$ cat config.mk
export PLATFORM = sky130hd
export DESIGN_NAME = frame_update_scheduler
export DESIGN_NICKNAME = d
export VERILOG_FILES = /design/src/rtl/pinball_pkg.sv /design/src/rtl/lowest_bit_picker.sv /design/src/rtl/frame_update_scheduler.sv
export SDC_FILE = /design/constraint.sdc
export NUM_CORES = 1
export LEC_CHECK = 0
export ABC_AREA = 1
export ABC_CLOCK_PERIOD_IN_PS = 2300
export CAP_MARGIN = 20
export CORE_ASPECT_RATIO = 1.25
export CORE_MARGIN = 1.5
export CORE_UTILIZATION = 50
export DETAILED_ROUTE_END_ITERATION = 12
export PLACE_DENSITY = 0.82
export REMOVE_ABC_BUFFERS = 1
export SYNTH_ARGS = -nofsm -noshare
export SYNTH_HDL_FRONTEND = slang
export SYNTH_SLANG_ARGS = --single-unit
$ cat constraint.sdc
create_clock -name clk -period 2.3 [get_ports clk]
set_input_delay 0.345 -clock clk [delete_from_list [all_inputs] [get_ports clk]]
set_output_delay 0.345 -clock clk [all_outputs]
set_load 0.05 [all_outputs]
$ cat src/rtl/pinball_pkg.sv
// ---------------------------------------------------------------------------
// pinball_pkg
// Shared types and constants for the main-screen game-logic blocks.
//   sched_state_t       : frame_update_scheduler FSM encoding
//   NUM_UPDATE_CLIENTS  : number of per-frame update clients
//   CLIENT_*            : fixed service order of the update clients
//   idx_width()         : width of an index into an n-entry vector (min 1)
// ---------------------------------------------------------------------------
package pinball_pkg;

    typedef enum logic [1:0] {
        IDLE   = 2'd0,
        ISSUE  = 2'd1,
        WAIT   = 2'd2,
        FINISH = 2'd3
    } sched_state_t;

    localparam int NUM_UPDATE_CLIENTS = 4;

    // Lower index is served first within a frame.
    localparam int CLIENT_FLIPPERS  = 0;
    localparam int CLIENT_BALL      = 1;
    localparam int CLIENT_COLLISION = 2;
    localparam int CLIENT_SCORE     = 3;

    // A one-entry vector still needs a one-bit index signal.
    function automatic int idx_width(input int n);
        return (n > 1) ? $clog2(n) : 1;
    endfunction

endpackage

$ cat src/rtl/lowest_bit_picker.sv
// ---------------------------------------------------------------------------
// lowest_bit_picker
// Combinational priority encoder: reports the position of the lowest set bit
// of a mask.
//   mask_i  [N-1:0]   request mask
//   idx_o   [IDX_W-1:0] index of the lowest set bit (0 when mask is empty)
//   found_o           mask has at least one bit set
// ---------------------------------------------------------------------------
module lowest_bit_picker
    import pinball_pkg::*;
#(
    parameter int N     = NUM_UPDATE_CLIENTS,
    parameter int IDX_W = idx_width(N)
) (
    input  logic [N-1:0]     mask_i,
    output logic [IDX_W-1:0] idx_o,
    output logic             found_o
);

    always_comb begin
        idx_o   = '0;
        found_o = |mask_i;
        // Scan from the top so the last (lowest) set bit wins.
        for (int i = N - 1; i >= 0; i--) begin
            if (mask_i[i]) begin
                idx_o = IDX_W'(i);
            end
        end
    end

endmodule

$ cat src/rtl/frame_update_scheduler.sv
// ---------------------------------------------------------------------------
// frame_update_scheduler
// On each startOfFrame (while the game is running) latches the client request
// mask and hands a one-cycle update strobe to each requesting client in index
// order, waiting for that client's done (or a timeout) before moving on.
//   clk           system clock
//   reset         asynchronous, active-high reset
//   enable        game running; low aborts the sequence and holds IDLE
//   startOfFrame  one-cycle frame pulse
//   req           per-client update request, sampled at frame start
//   done          per-client completion (level or pulse)
//   update        one-hot, one-cycle update strobe (registered)
//   busy          FSM not in IDLE
//   frameDone     pulse when all latched requests are served
//   overrun       pulse: startOfFrame arrived while busy (frame dropped)
//   timeoutErr    pulse: current client exceeded TIMEOUT_CYCLES
//   frameCount    completed-frame counter (wraps)
// ---------------------------------------------------------------------------
module frame_update_scheduler
    import pinball_pkg::*;
#(
    parameter int NUM_CLIENTS    = NUM_UPDATE_CLIENTS,
    parameter int TIMEOUT_CYCLES = 1024,
    parameter int FCNT_W         = 8
) (
    input  logic                   clk,
    input  logic                   reset,
    input  logic                   enable,
    input  logic                   startOfFrame,
    input  logic [NUM_CLIENTS-1:0] req,
    input  logic [NUM_CLIENTS-1:0] done,
    output logic [NUM_CLIENTS-1:0] update,
    output logic                   busy,
    output logic                   frameDone,
    output logic                   overrun,
    output logic                   timeoutErr,
    output logic [FCNT_W-1:0]      frameCount
);

    localparam int IDX_W   = idx_width(NUM_CLIENTS);
    localparam int TIMER_W = (TIMEOUT_CYCLES > 1) ? $clog2(TIMEOUT_CYCLES) : 1;
    localparam logic [TIMER_W-1:0] TIMER_LAST = TIMER_W'(TIMEOUT_CYCLES - 1);
    localparam logic [TIMER_W-1:0] TIMER_MAX  = '1;

    sched_state_t            state_q,      state_d;
    logic [NUM_CLIENTS-1:0]  pending_q,    pending_d;
    logic [IDX_W-1:0]        idx_q,        idx_d;
    logic [TIMER_W-1:0]      timer_q,      timer_d;
    logic [NUM_CLIENTS-1:0]  update_q,     update_d;
    logic                    frame_done_q, frame_done_d;
    logic                    overrun_q,    overrun_d;
    logic                    timeout_q,    timeout_d;
    logic [FCNT_W-1:0]       fcount_q,     fcount_d;

    logic [IDX_W-1:0]        pick_idx;
    logic                    pick_found;

    lowest_bit_picker #(
        .N     (NUM_CLIENTS),
        .IDX_W (IDX_W)
    ) u_picker (
        .mask_i  (pending_q),
        .idx_o   (pick_idx),
        .found_o (pick_found)
    );

    always_comb begin
        state_d      = state_q;
        pending_d    = pending_q;
        idx_d        = idx_q;
        timer_d      = timer_q;
        update_d     = '0;
        frame_done_d = 1'b0;
        timeout_d    = 1'b0;
        fcount_d     = fcount_q;
        // A new frame while a sequence is running is dropped, only flagged.
        overrun_d    = (state_q != IDLE) && startOfFrame;

        if (!enable) begin
            state_d   = IDLE;
            pending_d = '0;
            timer_d   = '0;
        end else begin
            case (state_q)
                IDLE: begin
                    if (startOfFrame) begin
                        pending_d = req;
                        state_d   = ISSUE;
                    end
                end
                ISSUE: begin
                    if (pick_found) begin
                        update_d[pick_idx] = 1'b1;
                        idx_d   = pick_idx;
                        timer_d = '0;
                        state_d = WAIT;
                    end else begin
                        frame_done_d = 1'b1;
                        state_d      = FINISH;
                    end
                end
                WAIT: begin
                    // The first WAIT cycle is the strobe cycle itself; a done
                    // seen there predates the update and is not accepted.
                    if (update_q == '0 && done[idx_q]) begin
                        pending_d[idx_q] = 1'b0;
                        state_d          = ISSUE;
                    end else if (timer_q == TIMER_LAST) begin
                        timeout_d        = 1'b1;
                        pending_d[idx_q] = 1'b0;
                        state_d          = ISSUE;
                    end else if (timer_q != TIMER_MAX) begin
                        timer_d = timer_q + 1'b1;
                    end
                end
                FINISH: begin
                    fcount_d = fcount_q + 1'b1;
                    state_d  = IDLE;
                end
                default: begin
                    state_d = IDLE;
                end
            endcase
        end
    end

    always_ff @(posedge clk or posedge reset) begin
        if (reset) begin
            state_q      <= IDLE;
            pending_q    <= '0;
            idx_q        <= '0;
            timer_q      <= '0;
            update_q     <= '0;
            frame_done_q <= 1'b0;
            overrun_q    <= 1'b0;
            timeout_q    <= 1'b0;
            fcount_q     <= '0;
        end else begin
            state_q      <= state_d;
            pending_q    <= pending_d;
            idx_q        <= idx_d;
            timer_q      <= timer_d;
            update_q     <= update_d;
            frame_done_q <= frame_done_d;
            overrun_q    <= overrun_d;
            timeout_q    <= timeout_d;
            fcount_q     <= fcount_d;
        end
    end

    assign update     = update_q;
    assign busy       = (state_q != IDLE);
    assign frameDone  = frame_done_q;
    assign overrun    = overrun_q;
    assign timeoutErr = timeout_q;
    assign frameCount = fcount_q;

endmodule

==> results of run 1 <==
power by group through the flow:
stage | sequential [mW] | clock, mW | combinational, mW
floorplan | 0.869 | 0 | 0.331
detailed placement | 0.763 | 0 | 0.632
CTS | 0.753 | 0.485 | 0.634
global route | 0.766 | 0.517 | 0.692
global placement | 0.763 | 0 | 0.625
finish | 0.755 | 0.472 | 0.632
cell families (layout without fill, tap and decap cells):
logic type / after synthesis / after routing / share of synthesized area
AOI/OAI and AO/OA: 18 / 18 / 0.0588
xor gates and xnor gates: 12 / 12 / 0.0603
adders and majority gates: 2 / 2 / 0.0143
buffers and inverters: 24 / 60 / 0.0516
DFF: 33 / 33 / 0.473
and+or+nand+nor: 132 / 132 / 0.341
layer usage:
| layer | wire (µm) | track usage | vias to the layer above |
|---|---|---|---|
| li1 | - | - | 776 |
| met1 | 1480 | 0.211 | 714 |
| met2 | 1910 | 0.378 | 38 |
| met3 | 138 | 0.0638 | 6 |
| met4 | 76 | 0.0847 | 0 |
| met5 | 0 | 0 | - |
through the flow:
step	power, mW	hold slack, ps	std cells
after global routing	1.98	497	294
final	1.86	460	294
after floorplan	1.20	457	221
after detailed placement	1.40	481	286
after global placement	1.39	459	286
after CTS	1.87	471	294
registers in the layout, indices dropped and copies added, names as in the netlist, 2 cells and up:
register,flops
timer_q,10
pending_q,4
update,4
state_q,2
idx_q,2
frameCount,8
cells in the final DEF, fill, tap and decap left out, types with 2 or more instances in the layout:
cell,netlist,layout
nor2_4,3,3
inv_2,4,4
xnor2_1,4,4
nand2_2,4,4
nand3b_1,2,2
o21ai_0,9,9
clkbuf_8,0,7
nor2_1,26,26
nand3_1,16,16
nand4_1,9,9
ha_1,2,2
clkdlybuf4s50_1,0,27
clkinv_1,2,2
xor2_1,8,8
inv_1,18,18
nand2_1,67,67
dfrtp_1,33,33
nor3b_1,2,2
a21oi_1,7,7
cell type report:
type	count	area [µm²]	share of cell area
Multi-Input combinational cell	164	828	0.382
Sequential cell	33	826	0.381
Timing Repair Buffer	28	278	0.128
Clock buffer	7	96.3	0.0444
Inverter	24	90.1	0.0415
Tap cell	37	46.3	0.0213
Clock inverter	1	5.00	0.00231
worst max-delay path, cell delays in order, from the launching register on:
cell and delay [ps]:
dfrtp_1 450, nor2_1 100, inv_1 60, clkdlybuf4s50_1 790
worst paths after layout:
check,end,cells past startpoint
setup reg to reg,timer_q[5],9
min in group clk,frameCount[7],1
max in group asynchronous,pending_q[2],3
hold / removal,timeoutErr,3
hold reg to reg,frameCount[7],1
setup / recovery,busy,3
==> summary.txt, run 1 <==
Status
  • Status: finished clean

Finish
  • Design area: 2170 µm²
  • Final core utilization: 0.661
  • N_diodes: 0
  • Area growth syn-to-layout: 24.4%
  • Share of cells above drive strength 1: 0.0856
  • Number of fill cells: 283
  • # nets final: 270

Logic synthesis
  • Post-synth top area cell: dfrtp_1
  • Post-synthesis instance total: 221
  • Netlist cell types: 22
  • Avg Inst Size Synth: 7.89 µm²
  • Async SR Flop Fraction: 1.00
  • Top-area cell type share of the netlist area: 0.473
  • Synth warnings: 0
  • Synth top area cells: dfrtp_1 (47%), nand2_1 (14%), nor2_1 (5.6%)
  • Mapped Area: 1740 µm²
  • Post-synth EDFFs: 0
  • Sequential fraction of the synthesis area: 0.473
  • Post-synth top flop: dfrtp_1
  • Seq cells post-synth: 33
  • Synth top cells by count: nand2_1 (67), dfrtp_1 (33), nor2_1 (26)
  • Most instantiated library cell after synthesis: nand2_1

Floorplanning
  • Initial core utilization: 0.532
  • Die W: 55.8 µm
  • # IOs: 28
  • Core area: 3280 µm²
  • DIE HEIGHT: 69.0 µm
  • Row count: 23
  • Die Footprint: 3850 µm²

Route
  • Initial DRC Count: 29
  • Final antenna-violating net count: 0
  • Wire per inst: 12.3 µm
  • Via count: 1,534
  • DRT Pass-1 Iters: 4
  • Final WL: 3600 µm
  • # DRC: 0
  • Vias per cell: 5.22

Timing
  • Setup WS post-layout: 274 ps
  • Final period util: 0.881
  • Slew @ Worst Pin: 504 ps
  • Fin. max-slew vios: 0
  • Relative slew slack: 0.663
  • Post-route minimum period: 2030 ps
  • Worst Clk Skew: 3.07 ps
  • Setup TNS: 0 ps
  • Setup-failing EPs final: 0
  • Max Freq: 0.494 GHz
  • RSZ-0062 raised after global routing: no
  • Final Hold Violating Endpoints: 0

Clock network
  • CTS Buffer Depth: 2
  • Num CTS Buffers: 5
  • CTS Root Cell: clkbuf_8
  • H-tree levels: 2
  • Worst skew pair latency: 280 ps
  • CTS clk-pin slew, worst paths: 70 ps
  • Hold buffer count at cts: 0
  • # clock sinks: 33
  • CTS tree: done
  • Post-CTS Setup Inserts: 0
  • Cts repair resizes: 0

Critical path
  • R2R setup slack: 410 ps
  • Critical Path Start: state_q[0]
  • CP Data Arrival Time: 1680 ps
  • RR Startpoint: timer_q[0]
  • WS Path Type: reg -> out
  • Crit end category: output pin
  • CP required: 1960 ps
  • CP startpoint kind: register
  • Max FO, Critical Path: 5

Min path
  • Min-delay worst type: in -> async

Placement
  • Hpwl dp: 2690 µm
  • Dpl cell area: 2070 µm²
  • Port bufs: 27
  • Pre-CTS setup slack: 317 ps
  • Global placement routability congestion: 0.864

GRT
  • Vias in the first global route: 1,501
  • Initial antenna violation count: 0
  • First-pass GRT wire length: 6230 µm
  • Total GRT Usage: 0.205
  • Largest net degree at the start of global routing: 34
  • Gr ovfl total: 0

Power and ir drop
  • Leak: 1.04 nW
  • Reg power frac: 0.406
  • Power density cells: 857 nW/µm²
  • Clock power frac: 0.254
  • Sw frac: 0.389
  • Peak VDD IR: 0.000681 V
  • Logic pwr share: 0.340
  • NetSw: 0.723 mW
  • Cell internal pwr: 1.14 mW

Run
  • Max Cap Viol: 0
(Power assumes the default switching activity.)
==> run 2, diff against run 1 <==
Settings changed: CORE_UTILIZATION 50 to 55, PLACE_DENSITY 0.82 to 0.89.
==> run 2 against run 1 <==
Setup slack worse by 90 ps; first-iteration DRC count increased by 55%; combinational power is 1% higher; clock-buffer cell count decreased by 1; global-route usage increased by 3.9 points; register-to-register slack improved by 100 ps.
==> summary.txt, run 2 (synthesis gave the netlist of run 1 again) <==
Timing
  • Relative slew slack: 0.651 (-0.0112)
  • Slew @ Worst Pin: 521 ps (+16.8 ps)
  • Max Freq: 0.473 GHz (-4.3%)
  • RSZ-0062 raised after global routing: no
  • Final period util: 0.920 (+0.0393)
  • Fin. max-slew vios: 0 (unchanged)
  • Final Hold Violating Endpoints: 0 (unchanged)
  • Setup-failing EPs final: 0 (unchanged)
  • Setup TNS: 0 ps (unchanged)
  • Post-route minimum period: 2120 ps (+90.3 ps)
  • Worst Clk Skew: 8.47 ps (+5.40 ps)

Placement
  • Global placement routability congestion: 0.910 (+5.3%)
  • Port bufs: 27 (unchanged)
  • Hpwl dp: 2700 µm (about the same)

Critical path
  • CP required: 1960 ps (about the same)
  • Largest stage delay on the critical path: 790 ps (about the same)
  • Worst path buffer plus inverter count: 2 (unchanged)
  • Crit-path cells: nor2_1, inv_1, clkdlybuf4s50_1
  • Max FO, Critical Path: 5 (unchanged)
  • WS Path Type: reg -> out
  • Top delay family on crit path: buffers and inverters
  • CP startpoint kind: register
  • CP Data Arrival Time: 1770 ps (+90 ps)
  • Crit end category: output pin
  • Crit-path slowest cell: clkdlybuf4s50_1

Clock network
  • Cts repair resizes: 0 (unchanged)
  • Hold buffer count at cts: 0 (unchanged)
  • CTS clk-pin slew, worst paths: 100 ps (+30 ps)
  • Post-CTS Setup Inserts: 0 (unchanged)
  • # clock sinks: 33 (unchanged)
  • CTS tree: done
  • Worst skew pair latency: 350 ps (+70 ps)
  • H-tree levels: 2 (unchanged)
  • CTS Root Cell: clkbuf_4
  • CTS Buffer Depth: 2 (unchanged)
  • Num CTS Buffers: 5 (unchanged)

Route
  • Final antenna-violating net count: 0 (unchanged)
  • DRT Pass-1 Iters: 4 (unchanged)
  • Vias per cell: 5.28 (+1.3%)
  • # DRC: 0 (unchanged)
  • Wire per inst: 12.2 µm (-0.33%)
  • Final WL: 3580 µm (-0.67%)
  • Via count: 1,548 (+0.91%)
  • Initial DRC Count: 45 (+55%)

Floorplanning
  • DIE HEIGHT: 66.0 µm (-4.5%)
  • # IOs: 28 (unchanged)
  • Core area: 2970 µm² (-9.4%)
  • Die Footprint: 3520 µm² (-8.7%)
  • Die W: 53.4 µm (-4.4%)
  • Initial core utilization: 0.587 (+0.0550)
  • Row count: 22 (-4.3%)

Power and ir drop
  • Peak VDD IR: 0.000873 V (+28%)
  • Leak: 1.03 nW (-0.94%)
  • Power density cells: 863 nW/µm² (+0.69%)
  • Final Power: 1.86 mW (about the same)

Finish
  • N_diodes: 0 (unchanged)
  • Final core utilization: 0.725 (+0.0638)
  • Most common cell after layout, fill and taps aside: nand2_1
  • Most frequent cells in the layout: nand2_1 (67), dfrtp_1 (33), clkdlybuf4s50_1 (27), nor2_1 (26), inv_1 (18)
  • Share of cells above drive strength 1: 0.0856 (unchanged)
  • Largest Register: timer_q
  • Max reg flops: 10 (unchanged)
  • # nets final: 270 (unchanged)
  • Area growth syn-to-layout: 23.6%

GRT
  • Initial antenna violation count: 0 (unchanged)
  • Vias in the first global route: 1,497 (-0.27%)
  • Total GRT Usage: 0.245 (+0.0393)
  • Largest net degree at the start of global routing: 34 (unchanged)
  • First-pass GRT wire length: 6190 µm (-0.66%)
  • Gr ovfl total: 0 (unchanged)

Min path
  • Min-delay worst type: in -> async

Status
  • Status: finished clean

Run
  • Max Cap Viol: 0 (unchanged)
-- run 2: tightest hold or removal path, cell delays in order --
cell and delay (ps):
clkdlybuf4s50_1 400, inv_1 50, buf_4 350
-- run 2: through the flow --
step | std cells | hold WS (ps) | cell area (µm²) | setup WS (ps)
after CTS | 293 | 380 | 2160 | 179
after floorplan | 221 | 457 | 1740 | 786
final | 293 | 372 | 2160 | 184
after detailed placement | 285 | 462 | 2070 | 339
after global placement | 285 | 459 | 2070 | 365
after global routing | 293 | 383 | 2160 | 131
-- run 2: worst paths after layout --
path,depth (start not counted),end,slack [ps],start
max,3,busy,180,state_q[0]
min,3,frameCount[7],370,reset
max reg2reg,9,timer_q[2],510,timer_q[0]
min reg2reg,1,frameCount[7],480,frameCount[7]
max in group asynchronous,3,timer_q[7],1640,reset
min in group clk,1,frameCount[7],480,frameCount[7]
-- run 2: layout make-up --
class / count / area, µm²
multi-input combinational: 164 / 828
sequential: 33 / 826
fill: 239 / 817
timing repair buffer: 28 / 278
inverter: 24 / 90.1
clock buffer: 6 / 51.3
tap: 36 / 45.0
clock inverter: 2 / 37.5
-- run 2: power by group --
part,total (mW),switching [mW],internal (mW)
Clock,0.462,0.204,0.258
Sequential,0.756,0.0935,0.663
Combinational,0.641,0.439,0.202
-- run 2: layer usage --
| layer | GRT usage | vias to the layer above | wire [µm] |
|---|---|---|---|
| li1 | - | 777 | - |
| met1 | 0.263 | 740 | 1500 |
| met2 | 0.420 | 24 | 1900 |
| met3 | 0.0814 | 7 | 118 |
| met4 | 0.115 | 0 | 63 |
| met5 | 0 | - | 0 |
==> run 3, diff against run 2 <==
Settings changed: CELL_PAD_IN_SITES_DETAIL_PLACEMENT set to 1, CELL_PAD_IN_SITES_GLOBAL_PLACEMENT set to 2, CORE_UTILIZATION 55 to 33, PLACE_DENSITY 0.89 to 0.91, TNS_END_PERCENT set to 100.
==> run 3 against run 2 <==
Sequential share of layout area fell by 0.83 points; design area rose by 2.2%; utilization decreased by 29 points; cell count rose by 8.5%; combinational power is 0.9% higher; flip-flop and latch count is the same; power grew 4.6%; critical path depth stayed put; sequential power barely moved; first-iteration DRC count is 33% higher; largest cell class unchanged; highest routed layer unchanged.
==> summary.txt, run 3 (synthesis gave the netlist of run 1 again) <==
Status
  • Status: finished clean

Finish
  • N_diodes: 0 (unchanged)
  • Number of fill cells: 656 (+170%)
  • # nets final: 270 (unchanged)
  • Largest Register: timer_q
  • Area growth syn-to-layout: 26.3%
  • Multi-input logic area: 828 µm² (unchanged)
  • Final core utilization: 0.434 (-0.291)
  • Share of cells above drive strength 1: 0.0820 (-0.00357)
  • Non-Filler Instances: 318 (+8.5%)
  • Max reg flops: 10 (unchanged)
  • Most common cell after layout, fill and taps aside: nand2_1
  • Most frequent cells in the layout: nand2_1 (67), dfrtp_1 (33), clkdlybuf4s50_1 (27), nor2_1 (26), inv_1 (18)
  • Sequential cell area: 826 µm² (unchanged)

GRT
  • Total GRT Usage: 0.174 (-0.0708)
  • Vias in the first global route: 1,634 (+9.2%)
  • Largest net degree at the start of global routing: 34 (unchanged)
  • Initial antenna violation count: 0 (unchanged)
  • First-pass GRT wire length: 7590 µm (+23%)
  • Gr ovfl total: 0 (unchanged)

Clock network
  • CTS clk-pin slew, worst paths: 70 ps (-30 ps)
  • CTS tree: done
  • Num CTS Buffers: 5 (unchanged)
  • # clock sinks: 33 (unchanged)
  • Worst skew pair latency: 290 ps (-60 ps)
  • Cts repair resizes: 0 (unchanged)
  • CTS Root Cell: clkbuf_8
  • Hold buffer count at cts: 0 (unchanged)
  • Post-CTS Setup Inserts: 0 (unchanged)
  • H-tree levels: 2 (unchanged)
  • CTS Buffer Depth: 2 (unchanged)

Route
  • Via count: 1,506 (-2.7%)
  • Final antenna-violating net count: 0 (unchanged)
  • Final WL: 4250 µm (+19%)
  • # DRC: 0 (unchanged)
  • Wire per inst: 13.4 µm (+9.5%)
  • Vias per cell: 4.74 (-10%)
  • Initial DRC Count: 60 (+33%)
  • DRT Pass-1 Iters: 4 (unchanged)

Floorplanning
  • Core area: 5080 µm² (+71%)
  • # IOs: 28 (unchanged)
  • Row count: 29 (+32%)
  • Initial core utilization: 0.343 (-0.243)
  • DIE HEIGHT: 84.3 µm (+28%)
  • Die Footprint: 5730 µm² (+63%)
  • Die W: 68.0 µm (+27%)

Timing
  • Setup-failing EPs final: 0 (unchanged)
  • Max Freq: 0.488 GHz (+3.2%)
  • Slew @ Worst Pin: 500 ps (-20.9 ps)
  • Final Hold Violating Endpoints: 0 (unchanged)
  • RSZ-0062 raised after global routing: no
  • Post-route minimum period: 2050 ps (-65.9 ps)
  • Fin. max-slew vios: 0 (unchanged)
  • Final period util: 0.891 (-0.0286)
  • Relative slew slack: 0.665 (+0.0140)
  • Worst Clk Skew: 8.26 ps (-0.206 ps)
  • Setup TNS: 0 ps (unchanged)

Critical path
  • CP startpoint kind: register
  • Crit-path slowest cell: clkdlybuf4s50_1
  • Worst path buffer plus inverter count: 2 (unchanged)
  • Crit end category: output pin
  • Crit-path cells: nor2_1, inv_1, clkdlybuf4s50_1
  • CP required: 1960 ps (about the same)
  • CP Data Arrival Time: 1710 ps (-60 ps)
  • Max FO, Critical Path: 5 (unchanged)
  • WS Path Type: reg -> out
  • Largest stage delay on the critical path: 790 ps (about the same)
  • Top delay family on crit path: buffers and inverters

Power and ir drop
  • Clock power frac: 0.278 (+0.029)
  • Power density cells: 882 nW/µm² (+2.3%)
  • Logic pwr share: 0.333 (-0.012)
  • Final Power: 1.94 mW (+4.6%)
  • Sw frac: 0.392 (-0.00411)
  • Peak VDD IR: 0.000346 V (-60%)
  • NetSw: 0.763 mW (+3.5%)
  • Reg power frac: 0.389 (-0.018)
  • Leak: 1.04 nW (+0.92%)
  • Cell internal pwr: 1.18 mW (+5.3%)

Min path
  • Min-delay worst type: in -> async

Placement
  • Global placement routability congestion: 0.765 (-16%)
  • Placed instance count: 311 (+9.1%)
  • Hpwl dp: 3250 µm (+20%)
  • Port bufs: 27 (unchanged)

Run
  • Max Cap Viol: 0 (unchanged)
-- run 3: per-layer routing --
layer / up-vias / track usage / part of all wire
li1: 774 / - / -
met1: 705 / 0.207 / 0.44
met2: 21 / 0.308 / 0.53
met3: 6 / 0.0322 / 0.020
met4: 0 / 0.0545 / 0.014
met5: - / 0 / 0
-- run 3: power by group through the flow --
stage	clock network, mW	logic (mW)	registers (mW)
after floorplan	0	0.331	0.869
after global placement	0	0.645	0.771
after detailed placement	0	0.656	0.772
after CTS	0.550	0.660	0.760
after global routing	0.574	0.712	0.773
final	0.540	0.647	0.757
-- run 3: tightest hold or removal path: stages --
cell and delay, ps:
clkdlybuf4s50_1 400, inv_1 50, buf_4 380
-- run 3: metrics by stage --
stage / hold WS (ps) / worst slack (ps) / area (µm²)
final: 454 / 250 / 2200
after floorplan: 457 / 786 / 1740
after global placement: 463 / 331 / 2100
after CTS: 468 / 234 / 2200
after detailed placement: 464 / 295 / 2100
after global routing: 490 / 188 / 2200
-- run 3: worst paths after layout --
path                               startpoint            end  slack [ps]  cells after the start
worst max-delay path               state_q[0]           busy         250                      3
worst min-delay path                    reset       idx_q[1]         450                      3
worst max register to register     timer_q[0]     timer_q[6]         460                      9
worst min register to register  frameCount[7]  frameCount[7]         470                      1
max in group asynchronous               reset     state_q[1]        1520                      3
min in group clk                frameCount[7]  frameCount[7]         470                      1
-- run 3: final cells by class --
type                    instances  area share
multi-input cells             164       0.376
inverters                      24      0.0409
well taps                      62      0.0352
clock buffers                   5      0.0312
repair buffers                 28       0.126
flip-flops and latches         33       0.375
clock inverters                 2      0.0159
